--- src/rtl/t09_obstacle_place_ctrl.sv ---
// Obstacle placement sequencer: draws a random cell, serially scans the snake body and the
// obstacle map neighbourhood, retries on conflict and commits legal cells via one write port.
module t09_obstacle_place_ctrl #(
  parameter int unsigned MAX_LENGTH = 50,
  parameter int unsigned MAX_OBS    = 15,
  parameter int unsigned MAX_TRIES  = 8
) (
  input  logic       clk,
  input  logic       s_reset,
  input  logic       obstacleFlag,
  input  logic       goodColl,
  input  logic [3:0] randX,
  input  logic [3:0] randY,
  input  logic [7:0] curr_length,
  output logic [5:0] body_rd_idx,
  input  logic [7:0] body_rd_data,
  output logic [7:0] map_rd_addr,
  input  logic       map_rd_data,
  output logic       map_wr_en,
  output logic [7:0] map_wr_addr,
  output logic       map_clear,
  output logic       busy,
  output logic       place_done,
  output logic       place_fail,
  output logic [3:0] obstacleCount
);

  localparam logic [7:0] MaxLen   = 8'(MAX_LENGTH);
  localparam logic [3:0] MaxObs   = 4'(MAX_OBS);
  localparam logic [3:0] MaxTries = 4'(MAX_TRIES);

  typedef enum logic [2:0] {StIdle, StDraw, StScan, StCheck, StCommit} stateT;

  stateT      state;
  logic       pending;
  logic       flagQ;
  logic [7:0] cand;
  logic [3:0] tries;
  logic [5:0] scanIdx;
  logic [2:0] chkIdx;

  function automatic logic inGrid(input logic [3:0] x, input logic [3:0] y);
    return (x >= 4'd1) && (x <= 4'd14) && (y >= 4'd1) && (y <= 4'd10);
  endfunction

  function automatic logic [7:0] cellIdx(input logic [3:0] x, input logic [3:0] y);
    return {4'd0, x} + ({4'd0, y} - 8'd1) * 8'd14;
  endfunction

  logic [3:0] candX, candY, segX, segY;
  logic [7:0] candIdx, chkAddr, scanLen;
  logic       headAdj, scanConflict, gateOk;
  logic [8:0] densLhs, densRhs;

  assign candX   = cand[7:4];
  assign candY   = cand[3:0];
  assign segX    = body_rd_data[7:4];
  assign segY    = body_rd_data[3:0];
  assign candIdx = cellIdx(candX, candY);
  assign scanLen = (curr_length > MaxLen) ? MaxLen : curr_length;

  // Orthogonal neighbours of the head are also off-limits.
  assign headAdj = ((segY == candY) && ((segX == candX + 4'd1) || (candX == segX + 4'd1))) ||
                   ((segX == candX) && ((segY == candY + 4'd1) || (candY == segY + 4'd1)));
  assign scanConflict = (body_rd_data == cand) || ((scanIdx == 6'd0) && headAdj);

  assign densLhs = ({5'd0, obstacleCount} + 9'd1) << 1;
  assign densRhs = {1'b0, curr_length} + 9'd2;
  assign gateOk  = (curr_length < 8'd3) || (densLhs < densRhs);

  // Read order: centre, NW, NE, SW, SE; off-grid diagonals fall back to the centre.
  always_comb begin
    chkAddr = candIdx;
    unique case (chkIdx)
      3'd1: if (candX > 4'd1 && candY > 4'd1) chkAddr = candIdx - 8'd15;
      3'd2: if (candX < 4'd14 && candY > 4'd1) chkAddr = candIdx - 8'd13;
      3'd3: if (candX > 4'd1 && candY < 4'd10) chkAddr = candIdx + 8'd13;
      3'd4: if (candX < 4'd14 && candY < 4'd10) chkAddr = candIdx + 8'd15;
      default: ;
    endcase
  end

  assign body_rd_idx = (state == StScan) ? scanIdx : 6'd0;
  assign map_rd_addr = (state == StCheck) ? chkAddr : 8'd0;

  always_ff @(posedge clk) begin
    if (s_reset) begin
      state         <= StIdle;
      pending       <= 1'b0;
      flagQ         <= 1'b0;
      cand          <= 8'd0;
      tries         <= 4'd0;
      scanIdx       <= 6'd0;
      chkIdx        <= 3'd0;
      obstacleCount <= 4'd0;
      map_wr_en     <= 1'b0;
      map_wr_addr   <= 8'd0;
      map_clear     <= 1'b0;
      busy          <= 1'b0;
      place_done    <= 1'b0;
      place_fail    <= 1'b0;
    end else begin
      flagQ      <= obstacleFlag;
      map_wr_en  <= 1'b0;
      map_clear  <= 1'b0;
      place_done <= 1'b0;
      place_fail <= 1'b0;
      if (!obstacleFlag) begin
        state         <= StIdle;
        busy          <= 1'b0;
        pending       <= 1'b0;
        obstacleCount <= 4'd0;
        map_clear     <= flagQ;
      end else begin
        if (goodColl && state != StIdle) pending <= 1'b1;
        unique case (state)
          StIdle: begin
            if (goodColl || pending) begin
              pending <= 1'b0;
              if (obstacleCount < MaxObs) begin
                tries <= 4'd0;
                state <= StDraw;
                busy  <= 1'b1;
              end
            end
          end
          StDraw: begin
            cand  <= {randX, randY};
            tries <= tries + 4'd1;
            if (!inGrid(randX, randY)) begin
              if (tries + 4'd1 >= MaxTries) begin
                state      <= StIdle;
                busy       <= 1'b0;
                place_fail <= 1'b1;
              end
            end else if (curr_length == 8'd0) begin
              state  <= StCheck;
              chkIdx <= 3'd0;
            end else begin
              state   <= StScan;
              scanIdx <= 6'd0;
            end
          end
          StScan: begin
            if (scanConflict) begin
              if (tries < MaxTries) begin
                state <= StDraw;
              end else begin
                state      <= StIdle;
                busy       <= 1'b0;
                place_fail <= 1'b1;
              end
            end else if ({2'b0, scanIdx} + 8'd1 >= scanLen) begin
              state  <= StCheck;
              chkIdx <= 3'd0;
            end else begin
              scanIdx <= scanIdx + 6'd1;
            end
          end
          StCheck: begin
            if (map_rd_data) begin
              if (tries < MaxTries) begin
                state <= StDraw;
              end else begin
                state      <= StIdle;
                busy       <= 1'b0;
                place_fail <= 1'b1;
              end
            end else if (chkIdx == 3'd4) begin
              if (gateOk) begin
                state         <= StCommit;
                map_wr_en     <= 1'b1;
                map_wr_addr   <= candIdx;
                place_done    <= 1'b1;
                obstacleCount <= obstacleCount + 4'd1;
              end else begin
                state      <= StIdle;
                busy       <= 1'b0;
                place_fail <= 1'b1;
              end
            end else begin
              chkIdx <= chkIdx + 3'd1;
            end
          end
          StCommit: begin
            state <= StIdle;
            busy  <= 1'b0;
          end
          default: begin
            state <= StIdle;
            busy  <= 1'b0;
          end
        endcase
      end
    end
  end

endmodule

--- config.mk ---
export PLATFORM = sky130hd
export DESIGN_NAME = t09_obstacle_place_ctrl
export DESIGN_NICKNAME = d
export VERILOG_FILES = /design/src/rtl/t09_obstacle_place_ctrl.sv
export SDC_FILE = /design/constraint.sdc
export NUM_CORES = 1
export LEC_CHECK = 0
export ABC_AREA = 1
export BUFFER_PORTS_ARGS = -buffer_cell sky130_fd_sc_hd__buf_2
export CAP_MARGIN = 10
export CORE_UTILIZATION = 64
export CTS_BUF_LIST = sky130_fd_sc_hd__clkbuf_16
export DETAILED_ROUTE_END_ITERATION = 8
export PLACE_DENSITY = 0.87
export SYNTH_ARGS = -nofsm -noshare
export SYNTH_HDL_FRONTEND = slang
export SYNTH_SLANG_ARGS = --single-unit
--- constraint.sdc ---
create_clock -name clk -period 8 [get_ports clk]
set_input_delay 0 -clock clk [delete_from_list [all_inputs] [get_ports clk]]
set_output_delay 0 -clock clk [all_outputs]
set_load 0.02 [all_outputs]
## Word-level counts from Yosys, hierarchy flattened

Index checks and enable logic that the tools add are counted.

| cells by class | value |
|---|---|
| $add $sub $neg | 17 |
| multipliers | 1 |
| multiplexer cells | 57 |
| reductions and logical operators | 35 |
| bitwise gates (word level) | 4 |
| order comparisons | 15 |
| equal/unequal tests | 31 |

Operators with widths:

| cell | count |
|---|---|
| $mux 8 | 6 |
| $mux 3 | 15 |
| $pmux 8 s4 | 1 |
| $mux 6 | 5 |
| $add 4x1->4 const B | 6 |
| $eq 4x4->1 | 6 |
| $ne 2x2->1 const B | 12 |
| $mux 1 | 22 |
| $add 8x4->8 const B | 2 |
| $lt 4x4->1 const B | 4 |
| $sub 8x4->8 const B | 2 |
| $eq 3x2->1 const B | 4 |
| $pmux 3 s4 | 1 |
| $pmux 6 s2 | 1 |
| $logic_and 1x1->1 | 11 |
| $reduce_and 5->1 | 2 |
| $add 8x2->9 const B | 1 |
| $lt 6x9->1 | 1 |
| $pmux 3 s3 | 1 |
| $add 4x8->8 | 1 |
| $eq 8x8->1 | 1 |
| $ge 4x1->1 const B | 2 |
| $ge 7x8->1 | 1 |
| $gt 4x1->1 const B | 2 |
| 33 further kinds | 50 |

| word-level totals | value |
|---|---|
| logic and storage cells | 173 |
| output and inout bits | 31 |
| input port bits | 29 |
| register bits after elaboration | 42 |

## Depth between registers and ports, before layout

Gate-level depths: netlist of the first run.

| depth | value |
|---|---|
| depth after elaboration | 9 |
| mapped depth | 21 |
| depth with buffers taken out | 20 |

## Least setup slack after synthesis of the first run

Ideal clock, no wire load.

| timing | value |
|---|---|
| path kind | register to output |
| start point | reg cand[1] |
| end point | out map_rd_addr[7] |
| data required time | 8.000 ns |
| setup slack | 4.253 ns |
| stages on the path, launching flop included | 22 |
| arrival time | 3.747 ns |
| buffers on the path | 1 |
| cell sequence | dfxtp_1 > buf_2 > inv_1 > ha_1 > a21boi_1 > or2_2 > nand2_1 > inv_1 > fa_1 > inv_1 > fa_1 > inv_1 > a21oi_2 > xor2_2 > nor2_4 > a21oi_2 > inv_1 > nand2_1 > nor2_1 > nand3_1 > nand2_1 > a21oi_1 |

| on the way | value |
|---|---|
| word-level cells in the longest chain between the ends | 7 |
| elaborated cells on any way between the ends | 19 |
| classes of those cells | add/sub (6); mul (1); order compare (2); mux (6); reduce/logical (4) |

Ends and longest elaborated chain:

| item | line | text |
|---|---|---|
| from (decl) | 37 | `logic [7:0] cand;` |
| from (signal assigned) | 128 | `cand <= {randX, randY};` |
| $sub 4x1->5 | 47 | `return {4'd0, x} + ({4'd0, y} - 8'd1) * 8'd14;` |
| $mul 8x3->7 | 47 |  |
| $add 4x8->8 | 47 |  |
| $add 8x4->8 (tied with other cells) | 78 | `3'd4: if (candX < 4'd14 && candY < 4'd10) chkAddr = candIdx + 8'd15;` |
| $mux 8, on equally long branches | - |  |
| $pmux 8 s4 (*) | 74 | `unique case (chkIdx)` |
| $mux 8 (*) | 84 | `assign map_rd_addr = (state == StCheck) ? chkAddr : 8'd0;` |
| to (decl) | 17 | `output logic [7:0] map_rd_addr,` |

Mark *: on every way between the ends. The rest lies on a longest branch, timed or not.

## Worst setup path in the final report of the first run

Same ends and word-level chain as after synthesis.

==> results of run 1 <==
==> cell families (layout without fill, tap and decap cells) <==
logic type                 count (synthesis)  after routing  share of synthesized area, %
AOI/OAI and AO/OA                        131            131                          16.6
xor gates and xnor gates                  21             21                          4.49
adders and majority gates                 46             46                          13.7
buffers and inverters                    127            184                          11.6
DFF                                       42             42                          19.0
other                                      1              1                        0.0845
and+or+nand+nor                          339            339                          34.6
==> placed cells by master (no fill, tap or decap), types with 5 or more instances in the layout <==
master and instances:
sky130_fd_sc_hd__nand2_1 156, sky130_fd_sc_hd__inv_1 99, sky130_fd_sc_hd__nor2_1 80, sky130_fd_sc_hd__buf_2 59
sky130_fd_sc_hd__a21oi_1 54, sky130_fd_sc_hd__nand3_1 52, sky130_fd_sc_hd__ha_1 42, sky130_fd_sc_hd__dfxtp_1 42
sky130_fd_sc_hd__o21ai_0 35, sky130_fd_sc_hd__inv_2 16, sky130_fd_sc_hd__xor2_1 15, sky130_fd_sc_hd__o21ai_1 13
sky130_fd_sc_hd__nor3_1 11, sky130_fd_sc_hd__nand4_1 10, sky130_fd_sc_hd__nor2_2 7, sky130_fd_sc_hd__clkbuf_16 5
==> state kept, by name (all words and copies together) (netlist names) <==
register       flops
place_done         1
map_clear          1
place_fail         1
cand               8
flagQ              1
map_wr_addr        8
scanIdx            6
obstacleCount      4
busy               1
chkIdx             3
state              3
tries              4
pending            1
==> tightest hold or removal path, cell delays in order <==
cell	delay, ps
sky130_fd_sc_hd__buf_2	110
sky130_fd_sc_hd__inv_1	70
sky130_fd_sc_hd__a21oi_1	60
==> metrics by stage <==
| step | total power (uW) | instance area (um2) | setup WS [ps] |
|---|---|---|---|
| global route | 894 | 4910 | 3320 |
| finish | 838 | 4910 | 3620 |
| floorplan | 532 | 4440 | 4250 |
| global placement | 602 | 4750 | 4130 |
| CTS | 831 | 4910 | 3640 |
| detailed placement | 615 | 4750 | 3950 |
==> area by class of cell <==
| cell class | count | area share (%) |
|---|---|---|
| Clock buffer | 5 | 2.55 |
| Inverter | 116 | 8.91 |
| Timing Repair Buffer | 60 | 6.21 |
| Clock inverter | 3 | 0.560 |
| Tap cell | 77 | 1.96 |
| Sequential cell | 42 | 17.1 |
| Multi-Input combinational cell | 538 | 62.7 |
==> synth_stat cells (2+ instances only) <==
master,number
sky130_fd_sc_hd__clkbuf_1,2
sky130_fd_sc_hd__nor2_1,80
sky130_fd_sc_hd__buf_2,4
sky130_fd_sc_hd__nand3_1,52
sky130_fd_sc_hd__o211ai_1,4
sky130_fd_sc_hd__nand4_1,10
sky130_fd_sc_hd__nor3_1,11
sky130_fd_sc_hd__ha_1,42
sky130_fd_sc_hd__a21oi_2,4
sky130_fd_sc_hd__o21ai_1,13
sky130_fd_sc_hd__o22ai_1,3
sky130_fd_sc_hd__nand2_2,4
sky130_fd_sc_hd__and3_1,4
sky130_fd_sc_hd__nand3_2,3
sky130_fd_sc_hd__buf_4,3
sky130_fd_sc_hd__xnor2_1,4
sky130_fd_sc_hd__inv_1,99
sky130_fd_sc_hd__o2111ai_1,2
sky130_fd_sc_hd__fa_1,4
sky130_fd_sc_hd__nor2_2,7
sky130_fd_sc_hd__a21oi_1,54
sky130_fd_sc_hd__xor2_1,15
sky130_fd_sc_hd__inv_2,16
sky130_fd_sc_hd__dfxtp_1,42
sky130_fd_sc_hd__nand2_1,156
sky130_fd_sc_hd__a31oi_1,4
sky130_fd_sc_hd__nor2_4,4
sky130_fd_sc_hd__o21ai_0,35
==> power groups by stage <==
stage | registers (uW) | logic [uW] | clock network [uW]
floorplan | 230 | 302 | 0
global placement | 232 | 370 | 0
detailed placement | 233 | 383 | 0
CTS | 228 | 386 | 218
global route | 229 | 438 | 227
finish | 228 | 391 | 219
==> per-layer routing <==
layer,vias to the layer above,global-route usage [%],part of all wire (%)
li1,2416,-,-
met1,2217,39.0,43
met2,152,59.8,50
met3,28,3.60,4.4
met4,0,11.8,2.4
met5,-,0,0
==> final timing paths <==
path / startpoint / end / slack [ps] / cells past startpoint
worst min register to register: flagQ / map_clear / 430 / 2
worst max-delay path: cand[1] / map_rd_addr[7] / 3620 / 21
worst min-delay path: randY[2] / cand[2] / 9 / 3
worst max register to register: cand[1] / map_wr_addr[7] / 4310 / 18
==> repair_timing <==
action / CTS / global route
hold buffers: 1 / 0
endpoints found under the hold margin: 4 / 0
buffers inserted: 0 / 0
==> impl_metrics.sql, run 1 <==
INSERT INTO impl_metrics (metric_group, metric, value, unit) VALUES
('run_status', 'run_status', 'complete, no violations', ''),
('placed_design', 'dp_cells', '832', ''),
('worst_hold_path', 'worst_hold_path_type', 'primary input to register', ''),
('flow_run', 'maxCapViolations', '0', ''),
('floorplanning', 'die-area', '0.00727', 'mm2'),
('setup_path', 'cp_data_arrival_time', '4380', 'ps'),
('pwr', 'peakVddDrop', '99.4', 'uV'),
('sta', 'worst_pin_slew', '816', 'ps'),
('detailed_routing', 'detailed_route_wire_length', '11600', 'um'),
('pwr', 'power_report.internal_total', '465', 'uW'),
('clock_tree', 'tritoncts', 'built', ''),
('synthesis', 'post-synth-top-area-cell', 'sky130_fd_sc_hd__dfxtp_1', ''),
('synthesis', 'postSynthRegisterBits', '42', ''),
('pwr', 'power_per_cell_area', '170', 'mW/mm2'),
('cells_and_area', 'finalNetCount', '838', ''),
('cells_and_area', 'final-instance-count-excl-fill', '841', ''),
('detailed_routing', 'route.vias.total', '4813', ''),
('pwr', 'power.switching', '372', 'uW'),
('synthesis', 'fraction_of_registers_with_async_set_or_reset_after_synthesis', '0', '%'),
('setup_path', 'worst_path_dominant_cell_family', 'adder cells', ''),
('synthesis', 'edff_count_synth', '0', ''),
('setup_path', 'endpoint_kind', 'output port', ''),
('clock_tree', 'insertion_delay_to_the_later_sink_of_the_worst_skew_pair', '300', 'ps'),
('synthesis', 'post_synth_inst_count', '707', ''),
('grt', 'antenna_violations_before_repair', '0', ''),
('sta', 'period_share', '54.8', '%'),
('setup_path', 'timing_worst_setup_path_type', 'register to output port', ''),
('cells_and_area', 'fraction_of_final_layout_cells_sized_beyond_drive_strength_1', '15.2', '%'),
('detailed_routing', 'drt_iter0_drc', '304', ''),
('cells_and_area', 'diodes_inserted', '0', ''),
('setup_path', 'cp_cell_sequence', 'inv_1, ha_1, a21boi_1, or2_2, nand2_1, inv_1, fa_1, inv_1, fa_1, inv_1, a21oi_2, xor2_2, nor2_4, a21oi_2, inv_1, nand2_1, nor2_1, nand3_1, nand2_1, a21oi_1, buf_2', ''),
('cells_and_area', 'area_delta_synth_final', '10.8', '%'),
('floorplanning', 'ioPinCount', '60', ''),
('cells_and_area', 'postLayoutCoreUtil', '75.2', '%'),
('placed_design', 'gp_congestion', '0.929', ''),
('synthesis', 'ys_seq_area_share', '19.0', '%'),
('floorplanning', 'effective_utilization_at_floorplan', '67.9', '%'),
('sta', 'timing.final.crit_period', '4380', 'ps'),
('clock_tree', 'clk_root_buffer_cell', 'sky130_fd_sc_hd__clkbuf_16', ''),
('sta', 'maxClockFrequency', '228', 'MHz'),
('synthesis', 'yosysWarningCount', '0', ''),
('floorplanning', 'dieHeight', '85.3', 'um'),
('detailed_routing', 'average_vias_per_placed_instance', '5.72', ''),
('sta', 'endpoints_failing_hold', '0', ''),
('grt', 'vias_in_the_first_global_route', '4542', ''),
('grt', 'gr-total-overflow', '0', ''),
('setup_path', 'crit_slowest_cell', 'sky130_fd_sc_hd__dfxtp_1', ''),
('clock_tree', 'post_cts.resized_instances', '0', ''),
('sta', 'slew_viol_final', '0', ''),
('synthesis', 'synth.top_cell.area_share', '19.0', '%'),
('sta', 'fin_skew', '17.2', 'ps'),
('clock_tree', 'cts.reportedPaths.clkPinSlew', '60', 'ps'),
('pwr', 'power.share.clock', '26.1', '%'),
('pwr', 'share_seq_of_total_power', '27.2', '%'),
('setup_path', 'worst-endpoint-required', '8000', 'ps'),
('cells_and_area', 'fillcell_total', '535', ''),
('clock_tree', 'clock_sink_count', '42', ''),
('sta', 'report.final.setup_viol', '0', ''),
('setup_path', 'path_max_fanout', '11', ''),
('grt', 'wire_length_of_the_first_global_routing_pass', '19300', 'um'),
('pwr', 'power.share.combinational', '46.7', '%'),
('detailed_routing', 'drtAntennaViolNets', '0', ''),
('synthesis', 'synth_ff_type', 'sky130_fd_sc_hd__dfxtp_1', ''),
('cells_and_area', 'ff_latch_area', '841', 'um2'),
('detailed_routing', 'avgRoutedWirePerCell', '13.8', 'um'),
('synthesis', 'unique_masters_post_synth', '54', ''),
('setup_path', 'cp_num_buf_inv', '6', ''),
('sta', 'rsz0062_at_grt', 'false', ''),
('synthesis', 'yosys-top-cells-area', 'sky130_fd_sc_hd__dfxtp_1 19%, sky130_fd_sc_hd__nand2_1 13%, sky130_fd_sc_hd__ha_1 12%, sky130_fd_sc_hd__inv_1 8.4%, sky130_fd_sc_hd__nor2_1 6.8%', ''),
('sta', 'final.hold.worst_slack', '9.28', 'ps'),
('sta', 'setup_tns', '0', 'ps');
No activity file was read; power rests on OpenSTA's default activity.
==> run 2: changes to the inputs <==
- CORE_UTILIZATION: 64 -> 54
- PLACE_DENSITY: 0.87 -> 0.79
- clock period: 8 -> 3.8 ns (I/O delays scaled with it)
==> impl_metrics.sql, run 2 (synthesis gave the netlist of run 1 again) <==
INSERT INTO impl_metrics (metric_group, metric, value, unit) VALUES
('run_status', 'run_status', 'complete, no violations', ''),
('setup_path', 'critical-path-top-cell-by-count', 'sky130_fd_sc_hd__inv_2', ''),
('sta', 'maxSlewHeadroom', '46.1', '%'),
('setup_path', 'cp_num_buf_inv', '7', ''),
('pwr', 'total_power', '1840', 'uW'),
('flow_run', 'maxCapViolations', '0', ''),
('sta', 'worst_pin_slew', '808', 'ps'),
('detailed_routing', 'drt_iter0_drc', '233', ''),
('detailed_routing', 'average_vias_per_placed_instance', '5.42', ''),
('sta', 'setup_tns', '0', 'ps'),
('setup_path', 'cp_data_arrival_time', '3680', 'ps'),
('setup_path', 'path_max_fanout', '5', ''),
('pwr', 'power.static_leakage', '0.00260', 'uW'),
('cells_and_area', 'area_delta_synth_final', '14.3', '%'),
('setup_path', 'crit_start', 'cand[1]', ''),
('clock_tree', 'clk_root_buffer_cell', 'sky130_fd_sc_hd__clkbuf_16', ''),
('cells_and_area', 'fraction_of_final_layout_cells_sized_beyond_drive_strength_1', '17.2', '%'),
('floorplanning', 'die-area', '0.00858', 'mm2'),
('setup_path', 'cp_slowest_stage_delay', '520', 'ps'),
('setup_path', 'crit_slowest_cell', 'sky130_fd_sc_hd__fa_1', ''),
('floorplanning', 'dieHeight', '92.6', 'um'),
('sta', 'slew_viol_final', '0', ''),
('clock_tree', 'insertion_delay_to_the_later_sink_of_the_worst_skew_pair', '290', 'ps'),
('worst_hold_path', 'worst_hold_startpoint', 'randY[3]', ''),
('sta', 'maxClockFrequency', '272', 'MHz'),
('sta', 'timing.final.crit_period', '3680', 'ps'),
('grt', 'vias_in_the_first_global_route', '4512', ''),
('detailed_routing', 'route.vias.total', '4737', ''),
('pwr', 'power_report.internal_total', '1040', 'uW'),
('setup_path', 'worst_setup_path_start_kind', 'register', ''),
('clock_tree', 'tritoncts', 'built', ''),
('clock_tree', 'cts_buffers', '5', ''),
('pwr', 'power_per_cell_area', '363', 'mW/mm2'),
('sta', 'rsz0062_at_grt', 'true', ''),
('pwr', 'switching_share', '43.7', '%'),
('detailed_routing', 'pre_repair_dr_iteration_count', '6', ''),
('cells_and_area', 'layout_common_cells', '153 x sky130_fd_sc_hd__nand2_1, 96 x sky130_fd_sc_hd__inv_1, 79 x sky130_fd_sc_hd__nor2_1', ''),
('cells_and_area', 'diodes_inserted', '0', ''),
('clock_tree', 'h-tree-depth', '2', ''),
('grt', 'groute.usage.overall', '27.4', '%'),
('clock_tree', 'clockBufferDepth', '2', ''),
('placed_design', 'place_hpwl', '9170', 'um'),
('setup_path', 'timing_worst_setup_path_type', 'register to output port', ''),
('pwr', 'power.switching', '805', 'uW'),
('detailed_routing', 'drtAntennaViolNets', '0', ''),
('cells_and_area', 'mostFrequentLayoutCell', 'sky130_fd_sc_hd__nand2_1', ''),
('setup_path', 'worst-endpoint-required', '3800', 'ps'),
('detailed_routing', 'avgRoutedWirePerCell', '13.0', 'um'),
('detailed_routing', 'detailed_route_wire_length', '11400', 'um'),
('grt', 'antenna_violations_before_repair', '0', ''),
('floorplanning', 'effective_utilization_at_floorplan', '56.5', '%'),
('grt', 'wire_length_of_the_first_global_routing_pass', '19400', 'um'),
('grt', 'gr-total-overflow', '0', ''),
('pwr', 'power.share.combinational', '49.6', '%'),
('cells_and_area', 'largest_registers_ranked_by_flip_flop_count', 'cand (8), map_wr_addr (8), scanIdx (6)', ''),
('setup_path', 'cp_cell_sequence', 'inv_2, ha_1, a21boi_1, or2_4, nand2_2, inv_1, fa_1, inv_2, fa_1, inv_2, a21oi_4, xor2_4, buf_4, buf_4, nand2_1, nand3_1, nand2_1, a21oi_1, a31oi_1, buf_2', ''),
('sta', 'period_share', '96.8', '%'),
('floorplanning', 'core.rowCount', '32', ''),
('floorplanning', 'ioPinCount', '60', ''),
('floorplanning', 'die-width', '92.6', 'um'),
('sta', 'fin_skew', '8.86', 'ps'),
('sta', 'endpoints_failing_hold', '0', ''),
('setup_path', 'worst_path_dominant_cell_family', 'adder cells', ''),
('placed_design', 'gp_congestion', '0.956', ''),
('placed_design', 'place.port_buffers', '59', ''),
('grt', 'maximum_number_of_pins_on_one_net_before_global_route_repair', '26', ''),
('clock_tree', 'cts.reportedPaths.clkPinSlew', '60', 'ps'),
('clock_tree', 'clock_sink_count', '42', ''),
('setup_path', 'endpoint_kind', 'output port', ''),
('sta', 'report.final.setup_viol', '0', ''),
('setup_path', 'reg2reg_from', 'cand[1]', ''),
('pwr', 'peakVddDrop', '239', 'uV'),
('detailed_routing', 'detail_route.drc_violations', '0', ''),
('cells_and_area', 'finalNetCount', '846', ''),
('pwr', 'power.share.clock', '24.5', '%'),
('worst_hold_path', 'worst_hold_path_type', 'primary input to register', ''),
('floorplanning', 'fp.coreArea', '0.00785', 'mm2'),
('pwr', 'share_seq_of_total_power', '25.9', '%');
## run 2: changes by cell type in the layout (fill, tap and decap cells not counted), sizes merged
cell,change
dlygate4sd3,+2
buf,+6
clkinvlp,-1
clkinv,+1
## run 2: layout make-up
type	instances	area (um2)
Clock inverter	3	28.8
Inverter	116	438
Clock buffer	5	125
Multi-Input combinational cell	538	3130
Sequential cell	42	847
Tap cell	102	128
Fill cell	775	2780
Timing Repair Buffer	68	377
## run 2: metal layers
layer / vias to the layer above / track usage, % / routed length, um
li1: 2433 / - / -
met1: 2160 / 32.7 / 5110
met2: 121 / 51.2 / 5680
met3: 23 / 2.96 / 380
met4: 0 / 8.21 / 231
met5: - / 0 / 0
## run 2: path summary, 6_finish.rpt
check                   end  slack (ps)  depth (start not counted)
min                 cand[3]          30                          3
max          map_rd_addr[5]         120                         20
max reg2reg  map_wr_addr[7]         690                         19
min reg2reg       map_clear         420                          2
## run 2: through the flow
step	cell area (um2)	cells	utilization (%)	worst slack [ps]	hold slack, ps
detailed placement	4800	859	61.1	197	292
finish	5070	874	64.6	123	34.7
global route	5070	874	64.6	-45.4	70.4
CTS	4990	871	63.6	4.57	32.0
global placement	4800	859	61.1	298	283
floorplan	4440	707	-	53.1	147
## run 2: power groups by stage
| stage | logic (uW) | clock network (uW) | registers, uW |
|---|---|---|---|
| floorplan | 636 | 0 | 484 |
| global placement | 786 | 0 | 485 |
| detailed placement | 809 | 0 | 486 |
| CTS | 831 | 460 | 476 |
| global route | 1030 | 478 | 479 |
| finish | 913 | 452 | 476 |
## run 2: timing repair
item                       CTS  global route
gates resized for setup      4            14
buffers inserted             1             3
setup endpoints to repair    3             3
hold buffers                 3             0
hold endpoints to repair     6             0
pin swaps                    1             6
cloned                       0             0
## run 2: tightest hold or removal path, cell delays in order
cell and delay (ps):
sky130_fd_sc_hd__buf_2 100, sky130_fd_sc_hd__o21ai_0 80, sky130_fd_sc_hd__a21oi_1 100
